File: config.mk
export PLATFORM = sky130hd
export DESIGN_NAME = lx32_branch_unit
export DESIGN_NICKNAME = d
export VERILOG_FILES = /design/src/rtl/lx32_branch_unit.sv
export SDC_FILE = /design/constraint.sdc
export NUM_CORES = 1
export LEC_CHECK = 0
export BUFFER_PORTS_ARGS = -buffer_cell sky130_fd_sc_hd__buf_2
export CORE_MARGIN = 3
export CORE_UTILIZATION = 53
export CTS_BUF_LIST = sky130_fd_sc_hd__clkbuf_4 sky130_fd_sc_hd__clkbuf_8
export DETAILED_ROUTE_END_ITERATION = 6
export GPL_TIMING_DRIVEN = 0
export PLACE_DENSITY_LB_ADDON = 0.08
export SYNTH_ARGS = -nofsm -noshare
export SYNTH_HDL_FRONTEND = slang
export SYNTH_SLANG_ARGS = --single-unit
File: constraint.sdc
create_clock -name clk -period 3.2 [get_ports clk]
set_input_delay 0 -clock clk [delete_from_list [all_inputs] [get_ports clk]]
set_output_delay 0 -clock clk [all_outputs]
set_load 0.02 [all_outputs]
File: src/rtl/lx32_branch_unit.sv
// LX32 branch resolution unit: evaluates the branch condition, registers the
// resolved result, and issues a one-cycle redirect plus wrong-path drain on a mispredict.
module lx32_branch_unit #(
   parameter int unsigned DRAIN_CYCLES = 2
) (
   input  logic        clk,
   input  logic        rst_n,
   input  logic        in_valid,
   output logic        in_ready,
   input  logic [2:0]  in_op,
   input  logic [31:0] in_rs1,
   input  logic [31:0] in_rs2,
   input  logic [31:0] in_pc,
   input  logic [31:0] in_imm,
   input  logic        in_pred_taken,
   output logic        out_valid,
   input  logic        out_ready,
   output logic        out_taken,
   output logic        out_illegal,
   output logic [31:0] out_pc,
   output logic [31:0] out_next_pc,
   output logic        redirect_valid,
   output logic [31:0] redirect_pc,
   output logic [31:0] mispredict_count
);

   typedef enum logic {
      RUN,
      DRAIN
   } state_t;

   localparam logic [2:0] OP_EQ  = 3'd0;
   localparam logic [2:0] OP_NE  = 3'd1;
   localparam logic [2:0] OP_LT  = 3'd2;
   localparam logic [2:0] OP_GE  = 3'd3;
   localparam logic [2:0] OP_LTU = 3'd4;
   localparam logic [2:0] OP_GEU = 3'd5;

   state_t      state_q, state_d;
   logic [3:0]  drain_q, drain_d;

   logic        cond_taken;
   logic        illegal;
   logic [31:0] next_pc;
   logic        mispredict;
   logic        take;

   always_comb begin
      cond_taken = 1'b0;
      illegal    = 1'b0;
      unique case (in_op)
         OP_EQ:   cond_taken = (in_rs1 == in_rs2);
         OP_NE:   cond_taken = (in_rs1 != in_rs2);
         OP_LT:   cond_taken = ($signed(in_rs1) <  $signed(in_rs2));
         OP_GE:   cond_taken = ($signed(in_rs1) >= $signed(in_rs2));
         OP_LTU:  cond_taken = (in_rs1 <  in_rs2);
         OP_GEU:  cond_taken = (in_rs1 >= in_rs2);
         default: illegal    = 1'b1;
      endcase
   end

   assign next_pc    = cond_taken ? (in_pc + in_imm) : (in_pc + 32'd4);
   assign mispredict = !illegal && (cond_taken != in_pred_taken);

   // DRAIN swallows wrong-path input, so it is always ready regardless of the output stage.
   assign in_ready = rst_n && ((state_q == DRAIN) || !out_valid || out_ready);
   assign take     = in_valid && in_ready && (state_q == RUN);

   // NOTE: every signal written here gets a default first, so no path leaves one unassigned (no latch).
   always_comb begin
      state_d = state_q;
      drain_d = drain_q;
      unique case (state_q)
         RUN: begin
            if (take && mispredict && (DRAIN_CYCLES != 0)) begin
               state_d = DRAIN;
               drain_d = 4'(DRAIN_CYCLES);
            end
         end
         DRAIN: begin
            drain_d = drain_q - 4'd1;
            if (drain_q <= 4'd1) begin
               state_d = RUN;
               drain_d = 4'd0;
            end
         end
         default: begin
            state_d = RUN;
            drain_d = 4'd0;
         end
      endcase
   end

   // NOTE: sequential state uses non-blocking assignment so every register samples pre-edge values.
   always_ff @(posedge clk) begin
      if (!rst_n) begin
         state_q          <= RUN;
         drain_q          <= 4'd0;
         out_valid        <= 1'b0;
         out_taken        <= 1'b0;
         out_illegal      <= 1'b0;
         out_pc           <= 32'd0;
         out_next_pc      <= 32'd0;
         redirect_valid   <= 1'b0;
         redirect_pc      <= 32'd0;
         mispredict_count <= 32'd0;
      end else begin
         state_q        <= state_d;
         drain_q        <= drain_d;
         redirect_valid <= take && mispredict;

         if (take && mispredict) begin
            redirect_pc <= next_pc;
            if (mispredict_count != 32'hFFFF_FFFF)
               mispredict_count <= mispredict_count + 32'd1;
         end

         if (take) begin
            out_valid   <= 1'b1;
            out_taken   <= cond_taken;
            out_illegal <= illegal;
            out_pc      <= in_pc;
            out_next_pc <= next_pc;
         end else if (out_ready) begin
            out_valid <= 1'b0;
         end
      end
   end

endmodule

==> impl_metrics.tcl, run 1 <==
set metrics [dict create \
    critPathKind "flip-flop to flip-flop" \
    antenna_found_initial 1 \
    worstMarginPinSlew_ns 0.7304 \
    grt_max_degree 17 \
    wl_per_cell_um 17.02 \
    ys_types 64 \
    start_util_pct 54.88 \
    synth_cells 1127 \
    clk-insertion-delay-late_ns 0.47 \
    cts-root-buf "clkbuf_8" \
    hold_viol_final 0 \
    fin_skew_ns 0.01172 \
    r2r_setup_slack_ns 0.17 \
    synth_warnings 0 \
    fin_crit_sh_pct 94.66 \
    r2r_end "mispredict_count[27]" \
    timing.rr.start "mispredict_count[7]" \
    utilization_pct 70.50 \
    gp_congestion 0.9236 \
    p_leak_nw 5.357 \
    ys_top_cells_by_count "nand2_1 (173), dfxtp_1 (137), a21oi_1 (102)" \
    critPathLaunchType "flip-flop" \
    fill_cells 1378 \
    ys.flop_type "dfxtp_1" \
    dieWidth_um 135.2 \
    max_stage_delay_ns 0.45 \
    grt_usage_pct 30.22 \
    hold_depth 4 \
    drt-pass1-iter-count 6 \
    synthArstFlopShare_pct 0 \
    synth.net_count 1331 \
    holdPathEnd "out_next_pc[1]" \
    place_hpwl_um 21650 \
    cp_max_fo 10 \
    run_status "completed" \
    routed_wl_um 28650 \
    cts_buffer_depth 2 \
    rsz0062_at_grt "no" \
    path_cells "and3_1 > and3_1 > nand3_1 > or3_1 > clkbuf_1 > o2111ai_1 > clkbuf_2 > buf_2 > o31ai_1 > a21oi_1" \
    yosysSeqAreaShare_pct 31.01 \
    slew_headroom_pct 51.31 \
    cts_made_buffers 17 \
    die-area_um2 18270 \
    cts_tree "done" \
    endpoint_kind "flip-flop" \
    fp-row-count 46 \
    peakVddDrop_v 0.0002802 \
    overflow 0 \
    htree_levels 4 \
    hold_path_class "primary input to flip-flop" \
    syn_avg_cell_area_um2 7.847 \
    cp.required_ns 3.61 \
    first_iter_violations 622 \
    crit_top_cell "and3_1" \
    syn_to_final_growth_pct 28.47 \
    vias 9565 \
    yosysTopAreaCell "dfxtp_1" \
    setup_viol 0 \
    power_density_nw_per_um2 419.2 \
    arrival_ns 3.44 \
    crit_slowest_cell "dfxtp_1" \
    viasPerCell 5.683 \
    io_pins 269 \
    diodes 0 \
    grt_pass1_wl_um 44700 \
    synth_top_cell_area_share_pct 31.01 \
    coreArea_um2 16120 \
    ant_nets 0 \
    drc 0 \
    slew_violations 0 \
    die_height_um 135.2 \
    ys_seq_elements 137 \
    timing.hold.ws_ns 0.03101 \
    netlist_top_cells_area "dfxtp_1 (31%), ha_1 (9.5%), nand2_1 (7.3%)" \
    maxCapViolCount 0 \
    min-delay-start "in_pc[1]" \
    fmax_ghz 0.3301 \
    clock_sinks 137 \
    grt_pass1_vias 8885 \
    nets 1658 \
    yosysMostFrequentCell "nand2_1" \
    syn_area_um2 8843 \
    fin_crit_ns 3.029 \
    io_buffer_count 268 \
    rr_worst_depth 10 \
    drive_gt1_share_pct 23.31 \
    clk_pin_slew_ns 0.09 \
    synth_edf_count 0 \
]
-- cell usage in the layout (no fill, tap or decap), drive strengths merged, types with 5 or more instances in the layout --
cell,instances
buf,284
nand2,173
dfxtp,137
a21oi,102
nand3,79
nor2,69
ha,67
inv,63
clkbuf,58
o21ai,49
mux2i,47
dlygate4sd3,36
xor2,29
nand4,25
o31ai,24
xnor2,22
nand2b,16
or4,16
and3,15
nor3,12
o21a,9
or3,9
o211a,8
and2,8
a211oi,8
a31oi,7
o41ai,7
nor4,7
a21o,6
and4,6
o311ai,6
clkinv,6
mux2,5
a21boi,5
-- critical path: cells and delay by family, from the launching register on --
| family | cells | cell delay (ns) |
|---|---|---|
| simple gates | 4 | 1.04 |
| buf+inv | 3 | 0.86 |
| compound gates | 3 | 0.59 |
| flops | 1 | 0.45 |
-- layout make-up --
type	count	area [um^2]	share of cell area, %
tap	216	270.3	2.379
clock inverter	13	191.4	1.685
sequential	137	2743	24.14
multi-input combinational	879	5725	50.40
inverter	60	225.2	1.982
timing repair buffer	309	1739	15.31
clock buffer	19	255.2	2.247
buffer	50	211.5	1.861
-- state kept, by name, indices dropped and copies added, names as in the netlist --
name              count
out_illegal           1
drain_q               4
out_pc               32
redirect_pc          32
redirect_valid        1
mispredict_count     32
out_valid             1
out_next_pc          32
state_q               1
out_taken             1
-- how the worst max path moves through the flow --
stage	startpoint	to	slack, ns	cells past startpoint
after floorplan	in_rs2[26]	out_next_pc[31]	0.43	13
after global routing	in_rs1[26]	redirect_pc[25]	0.01	15
after global placement	in_rs1[26]	redirect_pc[13]	-0.45	13
final	mispredict_count[7]	mispredict_count[27]	0.17	10
after CTS	in_rs1[26]	redirect_pc[13]	0.002	13
after detailed placement	in_rs1[26]	redirect_pc[13]	-0.49	13
-- routing by layer --
metal / routed length [um] / GRT usage, %
met5: 13 / 0
met2: 13890 / 52.99
met3: 2138 / 6.018
met1: 12100 / 38.05
met4: 507 / 7.839
-- where the power goes --
group | switching [W] | total (W) | internal, W
Clock | 0.000756 | 0.00164 | 0.000888
Combinational | 0.000769 | 0.00127 | 0.000499
Sequential | 0.0000494 | 0.00185 | 0.00180
-- metrics by stage --
step | area (um^2) | std cells | TNS (ns) | power, W | setup slack (ns)
floorplan | 8843 | 1127 | 0 | 0.002666 | 0.4269
global placement | 10460 | 1611 | -17.61 | 0.003068 | -0.4489
detailed placement | 10460 | 1611 | -21.47 | 0.003084 | -0.4931
CTS | 11260 | 1679 | 0 | 0.004731 | 0.001642
global route | 11360 | 1683 | 0 | 0.004974 | 0.01063
finish | 11360 | 1683 | 0 | 0.004763 | 0.1710
-- repair_timing --
action	in CTS	in global routing
hold endpoints to repair	38	0
gates resized for setup	1	15
setup endpoints to repair	10	74
pin swaps	0	2
hold buffers	36	0
setup buffers	0	5
-- cell families (layout without fill, tap and decap cells) --
family | Yosys count | count (layout) | share of synthesized area (%)
multiplexers | 52 | 52 | 5.956
XOR/XNOR | 51 | 51 | 5.051
AND/OR/NAND/NOR | 455 | 455 | 25.10
buffers and inverters | 111 | 451 | 4.924
AO/OA/AOI/OAI | 253 | 253 | 18.25
adder cells (fa/ha/maj) | 68 | 68 | 9.706
flip-flops | 137 | 137 | 31.01
Note: power is estimated with default switching activity, not from simulation.
==> run 2, diff against run 1 <==
--- a/config.mk
+++ b/config.mk
@@ -5,7 +5,7 @@
 export SDC_FILE = /design/constraint.sdc
 export NUM_CORES = 1
 export LEC_CHECK = 0
-export BUFFER_PORTS_ARGS = -buffer_cell sky130_fd_sc_hd__buf_2
+export BUFFER_PORTS_ARGS = -buffer_cell sky130_fd_sc_hd__buf_4
 export CORE_MARGIN = 3
 export CORE_UTILIZATION = 53
 export CTS_BUF_LIST = sky130_fd_sc_hd__clkbuf_4 sky130_fd_sc_hd__clkbuf_8
==> run 2 against run 1 <==
Via count rose by 1.1%. First-iteration DRC count up 6.4%. Clock power fell by 13%. Routed wire length up 3.0%. Clock skew increased by 0.0060 ns. Fmax decreased by 1.2%. Non-clock buffer count is 4 lower. Register-to-register slack improved by 0.02 ns. Global-route usage increased by 1.5 points. Setup slack got worse by 0.037 ns. Critical path type is now primary input to flip-flop. Largest cell class unchanged. Largest power group unchanged.
==> impl_metrics.tcl, run 2 (synthesis gave the netlist of run 1 again) <==
set metrics [dict create \
    run_status "completed" \
    overflow 0 \
    arrival_ns 3.47 \
    grt_usage_pct 31.70 \
    fp-row-count 46 \
    hold_viol_final 0 \
    clk_pin_slew_ns 0.08 \
    antenna_found_initial 0 \
    crit_family "compound AO/OA/AOI/OAI gates" \
    clock_sinks 137 \
    slew_headroom_pct 50.17 \
    fmax_ghz 0.3262 \
    critPathKind "primary input to flip-flop" \
    worstMarginPinSlew_ns 0.7475 \
    fill_cells 1293 \
    power_density_nw_per_um2 390.1 \
    io_buffer_count 268 \
    io_pins 269 \
    die_height_um 135.2 \
    pwr-share-comb_pct 29.3 \
    crit_top_cell "mux2i_1" \
    power.total_w 0.004653 \
    p_sw_w 0.001611 \
    critPathBufInv 3 \
    grt_use_met3_pct 6.055 \
    met2_usage_pct 55.14 \
    use_met1_pct 39.09 \
    die-area_um2 18270 \
    seqPwrFrac_pct 40.0 \
    syn_to_final_growth_pct 34.89 \
    drt-pass1-iter-count 5 \
    intPower_w 0.003042 \
    slew_violations 0 \
    layout_commonest_cell "buf_4" \
    cts_tree "done" \
    fin_skew_ns 0.01772 \
    coreArea_um2 16120 \
    grt_max_degree 17 \
    endpoint_kind "flip-flop" \
    cp.required_ns 3.60 \
    drc 0 \
    place_hpwl_um 22260 \
    gp_congestion 0.9303 \
    nets 1654 \
    wl_per_cell_um 17.57 \
    max_stage_delay_ns 0.55 \
    peakVddDrop_v 0.0003020 \
    first_iter_violations 662 \
    rsz0062_at_grt "yes" \
    swShare_pct 34.62 \
    crit_slowest_cell "a211oi_4" \
    maxCapViolCount 0 \
    clkPwrFrac_pct 30.8 \
    critPathLaunchType "primary input" \
    clk-insertion-delay-late_ns 0.47 \
    viasPerCell 5.757 \
    routed_wl_um 29500 \
    htree_levels 4 \
    cts_buffer_depth 2 \
    cts-root-buf "clkbuf_8" \
    vias 9666 \
    fin_crit_sh_pct 95.81 \
    fin_crit_ns 3.066 \
    cp_max_fo 10 \
    grt_pass1_wl_um 46460 \
    ant_nets 0 \
    path_cells "buf_4 > inv_1 > ha_1 > nand4_2 > nor4_4 > a31oi_1 > o21ai_0 > o31ai_4 > a211oi_4 > buf_2 > mux2i_1 > mux2i_1 > nor2_1" \
    timing.hold.ws_ns 0.02646 \
    cts_made_buffers 17 \
    dieWidth_um 135.2 \
    top_usage_layer "met2" \
    drive_gt1_share_pct 23.24 \
    p_leak_nw 5.413 \
    diodes 0 \
    setup_viol 0 \
    grt_pass1_vias 9193 \
    mostFrequentLayoutCells "buf_4 (271), nand2_1 (173), dfxtp_1 (137), a21oi_1 (100), nand3_1 (79)" \
    start_util_pct 54.88 \
    hold_path_class "primary input to flip-flop" \
]
[run 2: cell count changes in the layout (fill, tap and decap cells not counted), moves of 2 or more]
cell        change
inv_6           +3
clkinv_4        -4
a21oi_1         -2
buf_4         +264
a21oi_2         +2
buf_2         -267
clkinvlp_4      +5
bufinv_16       -3
[run 2: tightest hold or removal path: stages]
cell and delay, ns:
buf_4 0.13, xnor2_1 0.12, mux2i_1 0.08, nand2_1 0.07, nand2_1 0.05
[run 2: repair_timing]
| action | in CTS | in global routing |
|---|---|---|
| resized for setup | 2 | 16 |
| pin swaps | 0 | 3 |
| hold buffers | 36 | 0 |
| endpoints found under the hold margin | 44 | 0 |
| endpoints found under the setup margin | 12 | 51 |
| buffers inserted | 0 | 1 |
[run 2: stage by stage]
stage / cell area [um^2] / utilization, % / worst slack [ns] / std cells / setup TNS (ns)
floorplan: 8843 / - / 0.4269 / 1127 / 0
global placement: 11130 / 69.04 / -0.4711 / 1611 / -18.68
detailed placement: 11130 / 69.04 / -0.5431 / 1611 / -22.32
CTS: 11880 / 73.71 / 0.03569 / 1679 / 0
global route: 11930 / 74.02 / -0.003990 / 1679 / -0.003990
finish: 11930 / 74.02 / 0.1341 / 1679 / 0
[run 2: final timing paths]
kind	from	end	slack, ns	cells after the start
max reg2reg	mispredict_count[8]	mispredict_count[14]	0.19	9
max	in_rs2[31]	redirect_pc[13]	0.13	13
min	in_pc[6]	out_next_pc[6]	0.03	5
min reg2reg	out_pc[10]	out_pc[10]	0.46	2
[run 2: power by group through the flow]
stage	Sequential, W	Clock, W	Combinational [W]
after global placement	0.00189	0	0.00128
final	0.00186	0.00143	0.00136
after floorplan	0.00201	0	0.000659
after CTS	0.00186	0.00144	0.00134
after global routing	0.00187	0.00152	0.00148
after detailed placement	0.00190	0	0.00130
[run 2: layout make-up]
| class | instances | area [um^2] | share of cell area [%] |
|---|---|---|---|
| multi-input combinational | 879 | 5715 | 47.91 |
| sequential | 137 | 2743 | 22.99 |
| timing repair buffer | 305 | 2380 | 19.95 |
| tap | 216 | 270.3 | 2.266 |
| clock buffer | 18 | 247.7 | 2.077 |
| inverter | 60 | 225.2 | 1.888 |
| buffer | 50 | 211.5 | 1.773 |
| clock inverter | 14 | 136.4 | 1.143 |
[run 2: layer usage]
layer  share of wire, %  vias to the layer above
met5                  0                        -
met4                3.2                        0
met3                8.3                       68
met2                 48                      440
met1                 40                     4463
li1                   -                     4695
==> run 3, diff against run 2 <==
--- a/config.mk
+++ b/config.mk
@@ -11,7 +11,7 @@
 export CTS_BUF_LIST = sky130_fd_sc_hd__clkbuf_4 sky130_fd_sc_hd__clkbuf_8
 export DETAILED_ROUTE_END_ITERATION = 6
 export GPL_TIMING_DRIVEN = 0
-export PLACE_DENSITY_LB_ADDON = 0.08
+export PLACE_DENSITY_LB_ADDON = 0.05
 export SYNTH_ARGS = -nofsm -noshare
 export SYNTH_HDL_FRONTEND = slang
 export SYNTH_SLANG_ARGS = --single-unit
==> run 3 against run 2 <==
Critical path depth fell by 4. Clock power rose by 3%. Sequential power barely moved. Via count fell by 0.22%. Register-to-register slack got worse by 0.07 ns. Global-route usage fell by 0.91 points. Sequential share of layout area barely moved. Sequential cell count did not move. Final cell count barely moved.
==> impl_metrics.tcl, run 3 (synthesis gave the netlist of run 1 again) <==
set metrics [dict create \
    fin_crit_sh_pct 96.35 \
    r2r_setup_slack_ns 0.12 \
    gp_congestion 0.9072 \
    intPower_w 0.003120 \
    critPathBufInv 1 \
    clock_sinks 137 \
    utilization_pct 74.16 \
    max_stage_delay_ns 0.61 \
    rr_worst_depth 9 \
    path_cells "and3_1 > and3_1 > nand3_1 > or3_1 > clkbuf_1 > nor2_1 > a211oi_2 > or4b_1 > a21oi_1" \
    fmax_ghz 0.3243 \
    overflow 0 \
    cts_made_buffers 17 \
    routed_wl_um 29350 \
    drt-pass1-iter-count 5 \
    grt_max_degree 17 \
    run_status "completed" \
    critPathKind "flip-flop to flip-flop" \
    p_leak_nw 5.427 \
    hold_path_class "primary input to flip-flop" \
    p_sw_w 0.001572 \
    holdPathEnd "out_next_pc[0]" \
    place_hpwl_um 22330 \
    drc 0 \
    endpoint_kind "flip-flop" \
    crit_family "simple AND/OR/NAND/NOR gates" \
    grt_pass1_wl_um 45260 \
    worstMarginPinSlew_ns 0.7697 \
    cts_buffer_depth 2 \
    mostFrequentLayoutCells "buf_4 (271), nand2_1 (173), dfxtp_1 (137), a21oi_1 (101), nand3_1 (79)" \
    timing.rr.start "mispredict_count[7]" \
    slew_headroom_pct 48.69 \
    coreArea_um2 16120 \
    tns_ns 0 \
    seqPwrFrac_pct 39.6 \
    grt_usage_pct 30.78 \
    wl_per_cell_um 17.47 \
    antenna_found_initial 0 \
    peakVddDrop_v 0.0002881 \
    nets 1655 \
    cp_max_fo 10 \
    io_buffer_count 268 \
    cp.required_ns 3.59 \
    cts_tree "done" \
    hold_depth 4 \
    dp_cells 1611 \
    clk-insertion-delay-late_ns 0.46 \
    cts-root-buf "clkbuf_8" \
    clkPwrFrac_pct 31.4 \
    slew_violations 0 \
    htree_levels 4 \
    fin_skew_ns 0.01137 \
    clk_pin_slew_ns 0.09 \
    power_density_nw_per_um2 392.6 \
    viasPerCell 5.741 \
    min-delay-start "in_imm[0]" \
    grt_pass1_vias 9134 \
    fin_cells 1680 \
    critPathLaunchType "flip-flop" \
    vias 9645 \
    pwr-share-comb_pct 29.0 \
    die_height_um 135.2 \
    fp-row-count 46 \
    first_iter_violations 628 \
    drive_gt1_share_pct 23.36 \
    ant_nets 0 \
    cp.depth 9 \
    fin_crit_ns 3.083 \
    io_pins 269 \
    diodes 0 \
    maxCapViolCount 0 \
    layout_commonest_cell "buf_4" \
    arrival_ns 3.47 \
    r2r_end "mispredict_count[14]" \
    timing.hold.ws_ns 0.03412 \
    start_util_pct 54.88 \
    die-area_um2 18270 \
    dieWidth_um 135.2 \
    swShare_pct 33.50 \
    hold_viol_final 0 \
    crit_top_cell "and3_1" \
    crit_slowest_cell "a211oi_2" \
    syn_to_final_growth_pct 35.14 \
    setup_viol 0 \
]
## run 3: cell count changes in the layout (fill, tap and decap cells not counted), sizes merged
cell      previous run  this run
bufinv               1         2
clkinvlp             5         2
inv                 67        63
clkbuf              56        58
clkinv               1         6
## run 3: per-layer routing
| metal | track usage (%) | share of wire (%) | vias up | wire length, um |
|---|---|---|---|---|
| met5 | 0 | 0 | - | 0 |
| met4 | 10.86 | 2.6 | 0 | 763 |
| met3 | 6.092 | 7.6 | 53 | 2230 |
| met2 | 53.93 | 49 | 412 | 14430 |
| met1 | 37.64 | 41 | 4489 | 11930 |
| li1 | - | - | 4691 | - |
## run 3: final cells by class
type                       count  area (um^2)
multi-input combinational    879         5723
fill                        1320         4164
sequential                   137         2743
timing repair buffer         305         2380
tap                          216        270.3
clock buffer                  19        255.2
inverter                      60        225.2
buffer                        51        212.7
clock inverter                13        142.6
## run 3: per-stage QoR
step | total power [W] | cell area (um^2) | setup slack, ns
after floorplan | 0.002666 | 8843 | 0.4269
after global placement | 0.003169 | 11130 | -0.4317
after detailed placement | 0.003191 | 11130 | -0.5210
after CTS | 0.004665 | 11890 | 0.02277
after global routing | 0.004902 | 11950 | -0.009255
final | 0.004692 | 11950 | 0.1167
## run 3: how the worst max path moves through the flow
stage                                end           startpoint
finish              mispredict_count[14]  mispredict_count[7]
global route             out_next_pc[31]            in_pc[10]
CTS                      out_next_pc[31]             in_pc[5]
detailed placement       out_next_pc[31]           in_rs1[26]
global placement         out_next_pc[31]           in_rs1[26]
floorplan                out_next_pc[31]           in_rs2[26]
## run 3: repair_timing
item,in CTS,in global routing
cloned,0,0
hold buffers,36,0
setup buffers,0,1
pin swaps,0,1
gates resized for setup,2,15
endpoints found under the hold margin,40,0
setup endpoints to repair,11,60
## run 3: worst register-to-register path, cell delays in order, from the launching register on
cell and delay (ns):
dfxtp_1 0.37, and3_1 0.19, and3_1 0.22, nand3_1 0.22, or3_1 0.15, clkbuf_1 0.39
nor2_1 0.20, a211oi_2 0.61, or4b_1 0.51, a21oi_1 0.15
## run 3: power by group through the flow
stage | Combinational [W] | Sequential (W) | Clock, W
2_1_floorplan | 0.000659 | 0.00201 | 0
3_3_place_gp | 0.00128 | 0.00189 | 0
3_5_place_dp | 0.00129 | 0.00190 | 0
4_1_cts | 0.00134 | 0.00186 | 0.00147
5_1_grt | 0.00148 | 0.00187 | 0.00155
6_report | 0.00136 | 0.00186 | 0.00147
